<file path="src/rtl/frame_pixel_source.sv">
// Raster-order frame reader that turns a synchronous-read image memory into a pixel stream.
// Fixed 2-cycle issue-to-output latency; hold stalls read issue, and reads already in flight still drain.
module frame_pixel_source #(
    parameter int IMG_WIDTH  = 256,
    parameter int IMG_HEIGHT = 256,
    parameter int ADDR_W     = 16
) (
    input  logic              clk,
    input  logic              rst,
    input  logic              start,
    input  logic              hold,
    output logic [ADDR_W-1:0] mem_addr,
    output logic              mem_rd_en,
    input  logic [7:0]        mem_rdata,
    output logic [7:0]        pixel_out,
    output logic              valid_out,
    output logic              sof_out,
    output logic              eol_out,
    output logic              eof_out,
    output logic              busy,
    output logic              done
);

    localparam int COL_W = (IMG_WIDTH  > 1) ? $clog2(IMG_WIDTH)  : 1;
    localparam int ROW_W = (IMG_HEIGHT > 1) ? $clog2(IMG_HEIGHT) : 1;
    localparam logic [ADDR_W-1:0] LAST_ADDR = ADDR_W'(IMG_WIDTH * IMG_HEIGHT - 1);
    localparam logic [COL_W-1:0]  LAST_COL  = COL_W'(IMG_WIDTH - 1);
    localparam logic [ROW_W-1:0]  LAST_ROW  = ROW_W'(IMG_HEIGHT - 1);

    typedef enum logic [1:0] {IDLE, READ, DRAIN} state_t;

    state_t            state;
    logic [ADDR_W-1:0] cnt;
    logic [COL_W-1:0]  col;
    logic [ROW_W-1:0]  row;
    logic [2:0]        tag_now;
    logic [2:0]        tag_q;
    logic [2:0]        tag_d1;
    logic              rd_d1;

    // Marker order within the tag vectors is {sof, eol, eof}.
    always_comb begin
        tag_now    = 3'b000;
        tag_now[2] = (col == '0) && (row == '0);
        tag_now[1] = (col == LAST_COL);
        tag_now[0] = (col == LAST_COL) && (row == LAST_ROW);
    end

    always_ff @(posedge clk) begin
        if (!rst) begin
            state     <= IDLE;
            cnt       <= '0;
            col       <= '0;
            row       <= '0;
            mem_addr  <= '0;
            mem_rd_en <= 1'b0;
            tag_q     <= 3'b000;
            busy      <= 1'b0;
            done      <= 1'b0;
        end else begin
            done <= 1'b0;
            case (state)
                IDLE: begin
                    mem_rd_en <= 1'b0;
                    if (start) begin
                        state <= READ;
                        cnt   <= '0;
                        col   <= '0;
                        row   <= '0;
                        busy  <= 1'b1;
                    end
                end
                READ: begin
                    if (hold) begin
                        mem_rd_en <= 1'b0;
                    end else begin
                        mem_addr  <= cnt;
                        mem_rd_en <= 1'b1;
                        tag_q     <= tag_now;
                        cnt       <= cnt + 1'b1;
                        if (col == LAST_COL) begin
                            col <= '0;
                            row <= row + 1'b1;
                        end else begin
                            col <= col + 1'b1;
                        end
                        if (cnt == LAST_ADDR) begin
                            state <= DRAIN;
                        end
                    end
                end
                DRAIN: begin
                    mem_rd_en <= 1'b0;
                    // eof_out is registered, so the frame is complete one edge after the eof beat.
                    if (eof_out) begin
                        state <= IDLE;
                        done  <= 1'b1;
                        busy  <= 1'b0;
                    end
                end
                default: begin
                    state     <= IDLE;
                    mem_rd_en <= 1'b0;
                end
            endcase
        end
    end

    // The first stage tracks the memory access; the second lines up with mem_rdata.
    always_ff @(posedge clk) begin
        if (!rst) begin
            rd_d1     <= 1'b0;
            tag_d1    <= 3'b000;
            valid_out <= 1'b0;
            sof_out   <= 1'b0;
            eol_out   <= 1'b0;
            eof_out   <= 1'b0;
            pixel_out <= 8'd0;
        end else begin
            rd_d1     <= mem_rd_en;
            tag_d1    <= mem_rd_en ? tag_q : 3'b000;
            valid_out <= rd_d1;
            sof_out   <= rd_d1 & tag_d1[2];
            eol_out   <= rd_d1 & tag_d1[1];
            eof_out   <= rd_d1 & tag_d1[0];
            if (rd_d1) begin
                pixel_out <= mem_rdata;
            end
        end
    end

endmodule

</file>
<file path="config.mk">
export PLATFORM = sky130hd
export DESIGN_NAME = frame_pixel_source
export DESIGN_NICKNAME = d
export VERILOG_FILES = /design/src/rtl/frame_pixel_source.sv
export SDC_FILE = /design/constraint.sdc
export NUM_CORES = 1
export LEC_CHECK = 0
export CORE_MARGIN = 5
export CORE_UTILIZATION = 28
export CTS_CLUSTER_DIAMETER = 50
export DETAILED_ROUTE_END_ITERATION = 6
export GPL_TIMING_DRIVEN = 0
export PLACE_DENSITY = 0.53
export SLEW_MARGIN = 20
export SYNTH_ARGS = -nofsm -noshare
export SYNTH_HDL_FRONTEND = slang
export SYNTH_SLANG_ARGS = --single-unit
</file>
<file path="constraint.sdc">
create_clock -name clk -period 1.9 [get_ports clk]
set_input_delay 0.38 -clock clk [delete_from_list [all_inputs] [get_ports clk]]
set_output_delay 0.38 -clock clk [all_outputs]
set_load 0.1 [all_outputs]
</file>
### Word-level counts from Yosys, hierarchy flattened

Index checks and enable logic that the tools add are counted.
Widths: inputs -> output; s select.

* logic and storage cells: 68
* output and inout port bits: 31
* register bits: 72
* bits in writable memories: 0
* latch bits: 0
* memory bits (read-only): 0
* memories: 0
* input port bits: 12

* eq/ne operators: 10
* bitwise logic cells: 4
* multiply operators: 0
* reduce and logical (&&, ||, !) cells: 15
* multiplexer cells: 20
* magnitude comparators: 0
* $add $sub $neg: 3
* div/mod/pow operators: 0
* shift-type cells: 0

Operators by type and width (count)
* $mux 8: 5
* $mux 16: 2
* $pmux 16 s2: 1
* $pmux 8 s2: 2
* $add 16x1->16 const B: 1
* $add 8x1->8 const B: 2
* $eq 16x16->1 const B: 1
* $eq 8x8->1 const B: 2
* $logic_not 8->1: 2
* $ne 2x2->1 const B: 5
* $mux 2: 4
* $reduce_and 2->1: 4
* $reduce_and 4->1: 2
* $pmux 2 s3: 1
* $reduce_and 3->1: 2
* $mux 1: 4
* $reduce_bool 2->1: 2
* $and 1x1->1: 3
* $eq 2x1->1 const B: 1
* $eq 2x2->1 const B: 1
* $logic_and 1x1->1: 2
* $logic_not 2->1: 1
* $pmux 1 s2: 1
* $not 1->1: 1

### Longest topological paths before layout

Gate-level depths: netlist of the first run.

* depth after elaboration: 4
* depth in mapped cells: 6
* mapped depth without buffers: 5

### Worst setup path before layout of the first run

No wires, ideal clock.

* kind: register -> register
* start point: reg col[0]
* end point: reg row[7]
* path slack: 0.293 ns
* buffers on the path: 1
* stages on the path, launching flop included: 7
* data arrival time: 1.537 ns
* cell sequence: dfxtp_1 > ha_1 > nand3_1 > o21a_1 > buf_6 > or4_1 > a21oi_1

* longest elaborated chain between the ends: 3

Ends and longest elaborated chain
* start: declaration: line 34 `logic [COL_W-1:0] col;`
* start signal: assignment: line 85 `col <= col + 1'b1;`
* $eq 8x8->1: line 81 `if (col == LAST_COL) begin`
* $ne 2x2->1 (no source line)
* $reduce_and 4->1 (no source line)
* end signal: assignment: line 83 `row <= row + 1'b1;`
* end: declaration: line 35 `logic [ROW_W-1:0] row;`

Every way passes these cells.
A chain may end at the register's enable or synchronous reset.

### Final worst setup path of the first run

* start point: reg valid_out
* end point: out valid_out

RTL lines
* start: declaration: line 16 `output logic valid_out,`
* start signal: assignment: line 122 `valid_out <= rd_d1;`

No word-level cell between the ends.

==> results.sh, run 1 <==
export IMPL_finClkSkew_ps=7.41
export IMPL_regToRegStartpoint="state[0]$_SDFFE_PN0P_"
export IMPL_clk_pin_slew_ps=80
export IMPL_cts_resized=90
export IMPL_avgSynthCellArea_um2=8.65
export IMPL_final_util=0.364
export IMPL_synthToLayoutAreaGrowth_pct=28.4
export IMPL_synthFlopType="dfxtp_1"
export IMPL_drc=0
export IMPL_leakage_nw=1.30
export IMPL_r2r_cells=5
export IMPL_drt_pass1_iter_count=6
export IMPL_via_per_inst=4.85
export IMPL_worstSetupEndpointType="output port"
export IMPL_grt_max_degree=14
export IMPL_arrival_ps=1460
export IMPL_synthDistinctLibCells=46
export IMPL_cp_startpoint="valid_out$_SDFF_PN0_"
export IMPL_diodes=0
export IMPL_async_flop_share=0
export IMPL_dp_hpwl_um=5640
export IMPL_clock_latency_ps=340
export IMPL_rows=38
export IMPL_antenna_found_initial=0
export IMPL_htree_levels=3
export IMPL_hp_class="input port to register"
export IMPL_cts_root_buf="clkbuf_8"
export IMPL_p_per_area_nw_per_um2=796
export IMPL_place_area_um2=3660
export IMPL_min_period_over_period=0.969
export IMPL_synth_edf_count=0
export IMPL_finalSetupTns_ps=0
export IMPL_pin_count=43
export IMPL_p_comb_frac=0.078
export IMPL_critPathKind="register to output port"
export IMPL_rsz0062_at_grt="true"
export IMPL_crit_slowest_cell="clkdlybuf4s15_1"
export IMPL_final_setup_viol_count=0
export IMPL_p_sw_w=0.000783
export IMPL_io_buffer_count=42
export IMPL_cp_max_fo=1
export IMPL_die_y_um=115
export IMPL_nets=424
export IMPL_grtUsageMet2=0.194
export IMPL_worstMarginPinSlew_ps=945
export IMPL_pwr_share_clk=0.429
export IMPL_cp_start_kind="register"
export IMPL_relSlewSlack=0.373
export IMPL_drv_cap=0
export IMPL_cp_top_family="buffers and inverters"
export IMPL_vias=2675
export IMPL_synth_nets=371
export IMPL_nFillCells=1131
export IMPL_cts_sinks=72
export IMPL_layout_drive_gt1_share=0.180
export IMPL_grt_pass1_vias=2523
export IMPL_most_common_layout_cells="dfxtp_1, nand2_1, a21oi_1, nor2_1, clkdlybuf4s15_2"
export IMPL_cp_endpoint="valid_out"
export IMPL_tritoncts="yes"
export IMPL_routed_wl_um=7820
export IMPL_fmax_mhz=543
export IMPL_start_util=0.284
export IMPL_ir_drop_mv=0.386
export IMPL_outcome="finished clean"
export IMPL_hold_buffers=0
export IMPL_grtUsageMet1=0.159
export IMPL_grt_pass1_wl_um=12700
export IMPL_r2r_end="tag_q[0]$_SDFFE_PN0P_"
export IMPL_critical_path_required_ps=1520
export IMPL_dieArea_um2=13100
export IMPL_r2r_setup_slack_ps=110
export IMPL_synthesis_area_um2=3060
export IMPL_max_stage_delay_ps=810
export IMPL_drv_slew=0
export IMPL_grt_use_total=0.121
export IMPL_seq_area_frac_synth=0.471
export IMPL_p_sw_frac=0.250
export IMPL_yosysWarnings=0
export IMPL_ys_ff_latch=72
export IMPL_post_cts_setup_buffer_count=0
export IMPL_finalHoldViolCount=0
export IMPL_cts_made_buffers=9
export IMPL_grt_busiest_layer="met2"
export IMPL_crit_path_cell_trace="clkdlybuf4s15_1"
export IMPL_dr_first_iter_drc_count=95
export IMPL_gr_usage_met3=0.0344
export IMPL_cp_num_cells=1
export IMPL_p_int_w=0.00234
export IMPL_cp_buffers_inverters=1
export IMPL_synthCells=354
export IMPL_gr_total_overflow=0
export IMPL_ant_nets=0
export IMPL_die_w_um=115
export IMPL_min_period_ps=1840
export IMPL_final_area_um2=3930
export IMPL_gp_congestion=0.804
export IMPL_layout_commonest_cell="dfxtp_1"
export IMPL_clockBufferDepth=2
export IMPL_wl_per_cell_um=14.2
export IMPL_seqPwrFrac=0.493
export IMPL_core_region_area_um2=10800
==> area by class of cell <==
class,instances,area [µm²],area share
timing repair buffer,42,429,0.109
tap,140,175,0.0446
multi-input combinational,248,1500,0.382
clock buffer,9,124,0.0315
buffer,23,119,0.0303
inverter,11,41.3,0.0105
sequential,72,1440,0.368
clock inverter,7,95.1,0.0242
==> worst min-delay path, delay by kind of cell <==
family,cells,cell delay (ps)
AND/OR/NAND/NOR,2,150
buffers and inverters,1,160
==> kinds of logic (layout without fill, tap and decap cells) <==
| family | Yosys count | count (layout) | synth area share |
|---|---|---|---|
| buffers and inverters | 34 | 92 | 0.0487 |
| AO/OA/AOI/OAI | 78 | 78 | 0.152 |
| AND/OR/NAND/NOR | 145 | 145 | 0.247 |
| adder cells (fa/ha/maj) | 5 | 5 | 0.0204 |
| XOR/XNOR | 11 | 11 | 0.0315 |
| flip-flops | 72 | 72 | 0.471 |
| multiplexers | 9 | 9 | 0.0294 |
==> metrics by stage <==
step / setup WS, ps / total power [W] / hold slack, ps / cells
floorplan: 293 / 0.00173 / 427 / 354
global placement: -486 / 0.00181 / 441 / 536
detailed placement: -510 / 0.00182 / 450 / 536
CTS: 1.13 / 0.00317 / 460 / 552
global route: -9.79 / 0.00327 / 449 / 552
finish: 59.6 / 0.00313 / 396 / 552
==> state kept, by name (all words and copies together) (netlist names), 2 cells and up <==
register,count
cnt,16
mem_addr,16
col,8
pixel_out,8
row,8
tag_d1,3
tag_q,3
state,2
==> how the worst min path moves through the flow <==
stage                                   startpoint                  endpoint  slack (ps)  depth (start not counted)
after detailed placement     tag_q[2]$_SDFFE_PN0P_     tag_q[2]$_SDFFE_PN0P_         450                          2
after global placement       tag_q[0]$_SDFFE_PN0P_     tag_q[0]$_SDFFE_PN0P_         440                          2
final                                        start     state[0]$_SDFFE_PN0P_         400                          3
after global routing                         start     state[0]$_SDFFE_PN0P_         450                          3
after CTS                 mem_addr[4]$_SDFFE_PN0P_  mem_addr[4]$_SDFFE_PN0P_         460                          2
after floorplan              tag_q[0]$_SDFFE_PN0P_     tag_q[0]$_SDFFE_PN0P_         430                          2
==> synthesized netlist by cell type, types with 2 or more instances <==
cell,n,area [µm²]
inv_1,11,41.3
or4_1,12,90.1
nor4b_1,2,17.5
nor2b_1,2,12.5
o21a_1,2,15.0
ha_1,5,62.6
xor2_1,2,17.5
a21o_1,2,15.0
and4_1,3,26.3
nand2_1,45,169
nand2b_1,2,12.5
nor2_1,27,101
dfxtp_1,72,1440
mux2i_1,9,90.1
and3_1,8,50.1
o31ai_1,11,82.6
buf_1,2,7.51
o21ai_0,9,45.0
a21oi_1,39,195
nor4_1,3,18.8
buf_6,2,22.5
nand3_1,14,70.1
buf_2,2,10.0
a211oi_1,7,52.6
xnor2_1,9,78.8
nand4_1,8,50.1
or3_1,5,31.3
and2_1,3,18.8
clkbuf_1,16,60.1
nand4b_1,2,17.5
nor3_1,3,15.0
==> layer usage <==
metal	vias up	part of all wire
met4	0	0.011
met3	7	0.041
met5	-	0
li1	1364	-
met2	42	0.47
met1	1262	0.47
==> power by group through the flow <==
stage          Sequential, W  Clock (W)  Combinational (W)
2_1_floorplan        0.00162          0           0.000111
3_3_place_gp         0.00157          0           0.000239
3_5_place_dp         0.00158          0           0.000241
4_1_cts              0.00154    0.00139           0.000241
5_1_grt              0.00154    0.00146           0.000266
6_report             0.00154    0.00134           0.000244
(Power assumes the default switching activity.)
==> inputs of run 2 (changes only) <==
Settings changed: CORE_UTILIZATION 28 to 54, CTS_BUF_LIST set to sky130_fd_sc_hd__clkbuf_8 sky130_fd_sc_hd__clkbuf_16, PLACE_DENSITY 0.53 to 0.85.
==> run 2 against run 1 <==
Clock skew rose by 5.5 ps. Highest routed layer unchanged. Cell area fell by 5.3%. Sequential cell count did not move. Die area fell by 45%. Fmax fell by 0.52%. Hold slack improved by 60 ps.
==> results.sh, run 2 (same netlist as run 1, synthesis figures left out) <==
export IMPL_outcome="finished clean"
export IMPL_regToRegStartpoint="col[0]$_SDFFE_PN0P_"
export IMPL_min_period_over_period=0.974
export IMPL_gp_congestion=0.888
export IMPL_worstMarginPinSlew_ps=950
export IMPL_drv_cap=0
export IMPL_io_buffer_count=42
export IMPL_min_delay_path_depth=2
export IMPL_die_y_um=85.3
export IMPL_max_stage_delay_ps=810
export IMPL_gr_total_overflow=0
export IMPL_cp_top_family="buffers and inverters"
export IMPL_p_per_area_nw_per_um2=790
export IMPL_seqPwrFrac=0.524
export IMPL_final_setup_viol_count=0
export IMPL_clockBufferDepth=2
export IMPL_rows=27
export IMPL_vias=2733
export IMPL_grt_max_degree=13
export IMPL_most_common_layout_cells="dfxtp_1, nand2_1, a21oi_1, nor2_1, clkbuf_2"
export IMPL_cts_made_buffers=9
export IMPL_rsz0062_at_grt="false"
export IMPL_cp_max_fo=1
export IMPL_min_from="mem_addr[3]$_SDFFE_PN0P_"
export IMPL_routed_wl_um=7380
export IMPL_worstSetupEndpointType="output port"
export IMPL_tritoncts="yes"
export IMPL_largest_registers="cnt (16), mem_addr (16)"
export IMPL_fmax_mhz=541
export IMPL_final_area_um2=3720
export IMPL_die_w_um=85.3
export IMPL_place_area_um2=3570
export IMPL_hold_buffers=0
export IMPL_critical_path_required_ps=1520
export IMPL_hold_end="mem_addr[3]$_SDFFE_PN0P_"
export IMPL_relSlewSlack=0.369
export IMPL_grt_pass1_vias=2641
export IMPL_clk_pin_slew_ps=70
export IMPL_setup_ws_ps=50.0
export IMPL_clock_latency_ps=350
export IMPL_diodes=0
export IMPL_r2r_end="row[7]$_SDFFE_PN0P_"
export IMPL_nets=424
export IMPL_finalSetupTns_ps=0
export IMPL_nFillCells=431
export IMPL_dp_hpwl_um=5250
export IMPL_dieArea_um2=7270
export IMPL_power_total_w=0.00294
export IMPL_dr_first_iter_drc_count=207
export IMPL_crit_slowest_cell="clkdlybuf4s15_1"
export IMPL_ir_drop_mv=0.600
export IMPL_leakage_nw=1.29
export IMPL_cp_buffers_inverters=1
export IMPL_pin_count=43
export IMPL_layout_drive_gt1_share=0.153
export IMPL_r2r_cells=6
export IMPL_finClkSkew_ps=12.9
export IMPL_critPathKind="register to output port"
export IMPL_post_place_ws_ps=-457
export IMPL_via_per_inst=5.66
export IMPL_r2r_setup_slack_ps=100
export IMPL_stdcell_count=483
export IMPL_pwr_share_clk=0.394
export IMPL_grt_use_total=0.207
export IMPL_finalHoldViolCount=0
export IMPL_ant_nets=0
export IMPL_cts_root_buf="clkbuf_8"
export IMPL_hp_class="register to register"
export IMPL_core_region_area_um2=5510
export IMPL_crit_path_cell_trace="clkdlybuf4s15_1"
export IMPL_cp_start_kind="register"
export IMPL_post_cts_setup_buffer_count=0
export IMPL_antenna_found_initial=0
export IMPL_cts_sinks=72
export IMPL_wl_per_cell_um=15.3
export IMPL_drv_slew=0
export IMPL_p_int_w=0.00219
export IMPL_layout_commonest_cell="dfxtp_1"
export IMPL_start_util=0.556
export IMPL_dpl_cell_count=468
export IMPL_seq_area_um2=1440
export IMPL_drc=0
export IMPL_multi_input_area_um2=1480
export IMPL_p_comb_frac=0.082
export IMPL_min_period_ps=1850
export IMPL_p_sw_w=0.000744
export IMPL_synthToLayoutAreaGrowth_pct=21.6
export IMPL_drt_pass1_iter_count=5
export IMPL_p_sw_frac=0.253
export IMPL_arrival_ps=1470
export IMPL_htree_levels=3
export IMPL_grt_pass1_wl_um=12100
==> run 2: cell count changes in the layout (fill, tap and decap cells not counted), sizes merged <==
cell	change
inv	+1
bufinv	-1
clkbuf	+11
dlymetal6s2s	-1
clkinv	-1
clkdlybuf4s50	+1
buf	-2
clkdlybuf4s15	-9
==> run 2: stage by stage <==
step	utilization	hold slack (ps)
floorplan	-	427
global placement	0.648	434
detailed placement	0.648	446
CTS	0.685	456
global route	0.676	475
finish	0.676	456
==> run 2: layer usage <==
layer  routed length, µm  part of all wire  GRT usage
met3                 373             0.051     0.0573
met2                3780              0.51      0.362
met5                   0                 0          0
met1                3110              0.42      0.239
met4                 113             0.015     0.0791
==> run 2: cell type report <==
type | count | area share
Timing Repair Buffer | 42 | 0.0989
Clock buffer | 9 | 0.0333
Clock inverter | 6 | 0.0161
Sequential cell | 72 | 0.387
Buffer | 23 | 0.0319
Inverter | 11 | 0.0111
Tap cell | 72 | 0.0242
Multi-Input combinational cell | 248 | 0.397
==> run 2: what timing repair did <==
item | 4_1_cts | 5_1_grt
endpoints found under the setup margin | 53 | 57
endpoints found under the hold margin | 0 | 0
pin swaps | 0 | 0
gates resized for setup | 77 | 33
==> run 2: power by group through the flow <==
stage	clock (W)	sequential (W)	combinational, W
floorplan	0	0.00162	0.000111
CTS	0.00118	0.00154	0.000237
detailed placement	0	0.00158	0.000235
finish	0.00116	0.00154	0.000241
global placement	0	0.00157	0.000230
global route	0.00125	0.00154	0.000261
==> run 2: worst max-delay path by stage <==
| stage | endpoint | cells past startpoint | from |
|---|---|---|---|
| global placement | cnt[3]$_SDFFE_PN0P_ | 6 | start |
| floorplan | row[7]$_SDFFE_PN0P_ | 6 | col[0]$_SDFFE_PN0P_ |
| CTS | mem_addr[14] | 1 | mem_addr[14]$_SDFFE_PN0P_ |
| finish | done | 1 | done$_SDFF_PN0_ |
| global route | valid_out | 1 | valid_out$_SDFF_PN0_ |
| detailed placement | cnt[7]$_SDFFE_PN0P_ | 6 | start |
==> inputs of run 3 (changes only) <==
Settings changed: CORE_ASPECT_RATIO set to 1.1, GPL_ROUTABILITY_DRIVEN set to 0.
==> run 3 against run 2 <==
Sequential cell count unchanged. Cell area increased by 2.1%. Hold slack worse by 72 ps. Worst setup slack worse by 23 ps. Highest routed layer unchanged.
==> results.sh, run 3 (same netlist as run 1, synthesis figures left out) <==
export IMPL_drv_slew=0
export IMPL_grt_max_degree=13
export IMPL_drt_pass1_iter_count=5
export IMPL_grt_busiest_layer="met2"
export IMPL_fmax_mhz=534
export IMPL_min_delay_path_depth=3
export IMPL_p_int_w=0.00245
export IMPL_cts_sinks=72
export IMPL_r2r_cells=5
export IMPL_gr_total_overflow=0
export IMPL_arrival_ps=1490
export IMPL_relSlewSlack=0.369
export IMPL_cts_made_buffers=9
export IMPL_seqPwrFrac=0.480
export IMPL_gr_usage_met3=0.0373
export IMPL_drv_cap=0
export IMPL_power_total_w=0.00321
export IMPL_tritoncts="yes"
export IMPL_dieArea_um2=7270
export IMPL_worstMarginPinSlew_ps=951
export IMPL_die_y_um=89.0
export IMPL_core_region_area_um2=5430
export IMPL_final_setup_viol_count=0
export IMPL_layout_drive_gt1_share=0.160
export IMPL_pin_count=43
export IMPL_p_sw_w=0.000759
export IMPL_rsz0062_at_grt="true"
export IMPL_crit_slowest_cell="dlygate4sd2_1"
export IMPL_leakage_nw=1.33
export IMPL_clock_latency_ps=350
export IMPL_cp_start_kind="register"
export IMPL_grt_pass1_wl_um=12500
export IMPL_critPathKind="register to output port"
export IMPL_cp_buffers_inverters=1
export IMPL_dr_first_iter_drc_count=254
export IMPL_max_stage_delay_ps=840
export IMPL_grtUsageMet1=0.274
export IMPL_worstSetupEndpointType="output port"
export IMPL_min_period_over_period=0.986
export IMPL_rows=28
export IMPL_most_common_layout_cells="dfxtp_1, nand2_1, a21oi_1, nor2_1, clkbuf_2"
export IMPL_clockBufferDepth=2
export IMPL_finClkSkew_ps=5.29
export IMPL_finalHoldViolCount=0
export IMPL_routed_wl_um=7360
export IMPL_crit_path_cell_trace="dlygate4sd2_1"
export IMPL_place_area_um2=3570
export IMPL_antenna_found_initial=0
export IMPL_vias=2774
export IMPL_via_per_inst=5.70
export IMPL_dp_hpwl_um=5020
export IMPL_r2r_setup_slack_ps=100
export IMPL_clk_pin_slew_ps=80
export IMPL_min_from="start"
export IMPL_min_period_ps=1870
export IMPL_die_w_um=81.8
export IMPL_hold_buffers=0
export IMPL_start_util=0.564
export IMPL_pwr_share_clk=0.444
export IMPL_p_per_area_nw_per_um2=844
export IMPL_htree_levels=3
export IMPL_final_area_um2=3800
export IMPL_critical_path_required_ps=1520
export IMPL_synthToLayoutAreaGrowth_pct=24.2
export IMPL_io_buffer_count=42
export IMPL_grt_pass1_vias=2693
export IMPL_drc=0
export IMPL_p_comb_frac=0.076
export IMPL_grtUsageMet2=0.375
export IMPL_hold_end="state[0]$_SDFFE_PN0P_"
export IMPL_grt_use_total=0.223
export IMPL_p_sw_frac=0.236
export IMPL_ant_nets=0
export IMPL_layout_commonest_cell="dfxtp_1"
export IMPL_ir_drop_mv=0.622
export IMPL_largest_registers="cnt (16), mem_addr (16)"
export IMPL_diodes=0
export IMPL_cts_root_buf="clkbuf_8"
export IMPL_wl_per_cell_um=15.1
export IMPL_cp_max_fo=1
export IMPL_cp_top_family="buffers and inverters"
export IMPL_regToRegStartpoint="state[0]$_SDFFE_PN0P_"
export IMPL_finalSetupTns_ps=0
export IMPL_nets=424
export IMPL_outcome="finished clean"
export IMPL_r2r_end="cnt[12]$_SDFFE_PN0P_"
export IMPL_hp_class="input port to register"
## run 3: final cells by class
class	count	area, µm²
buffer	23	118
inverter	11	41.3
clock buffer	12	165
sequential	72	1440
tap	75	93.8
multi-input combinational	248	1490
clock inverter	4	73.8
timing repair buffer	42	375
fill	406	1630
## run 3: layer usage
| metal | up-vias | part of all wire | wire length, µm |
|---|---|---|---|
| li1 | 1367 | - | - |
| met1 | 1281 | 0.43 | 3140 |
| met2 | 106 | 0.50 | 3690 |
| met3 | 20 | 0.050 | 369 |
| met4 | 0 | 0.021 | 157 |
| met5 | - | 0 | 0 |
## run 3: repair_timing
item,in CTS,in global routing
cloned,0,0
setup endpoints to repair,51,62
setup buffers,0,0
gates resized for setup,75,39
## run 3: worst max-delay path by stage
stage	from	cells after the start	endpoint
2_1_floorplan	col[0]$_SDFFE_PN0P_	6	row[7]$_SDFFE_PN0P_
3_3_place_gp	start	6	cnt[3]$_SDFFE_PN0P_
3_5_place_dp	start	6	row[4]$_SDFFE_PN0P_
4_1_cts	pixel_out[0]$_SDFFE_PN0P_	1	pixel_out[0]
5_1_grt	state[0]$_SDFFE_PN0P_	5	cnt[14]$_SDFFE_PN0P_
6_report	done$_SDFF_PN0_	1	done
## run 3: power groups by stage
stage	clock (W)	combinational [W]	sequential, W
floorplan	0	0.000111	0.00162
global placement	0	0.000230	0.00157
detailed placement	0	0.000233	0.00157
CTS	0.00143	0.000235	0.00154
global route	0.00151	0.000262	0.00154
finish	0.00142	0.000242	0.00154
## run 3: metrics by stage
stage / setup slack [ps] / utilization / std cells / hold WS, ps
after floorplan: 293 / - / 354 / 427
after global placement: -375 / 0.658 / 471 / 440
after detailed placement: -415 / 0.658 / 471 / 447
after CTS: 0.837 / 0.705 / 487 / 458
after global routing: -8.14 / 0.700 / 487 / 445
final: 26.5 / 0.700 / 487 / 384
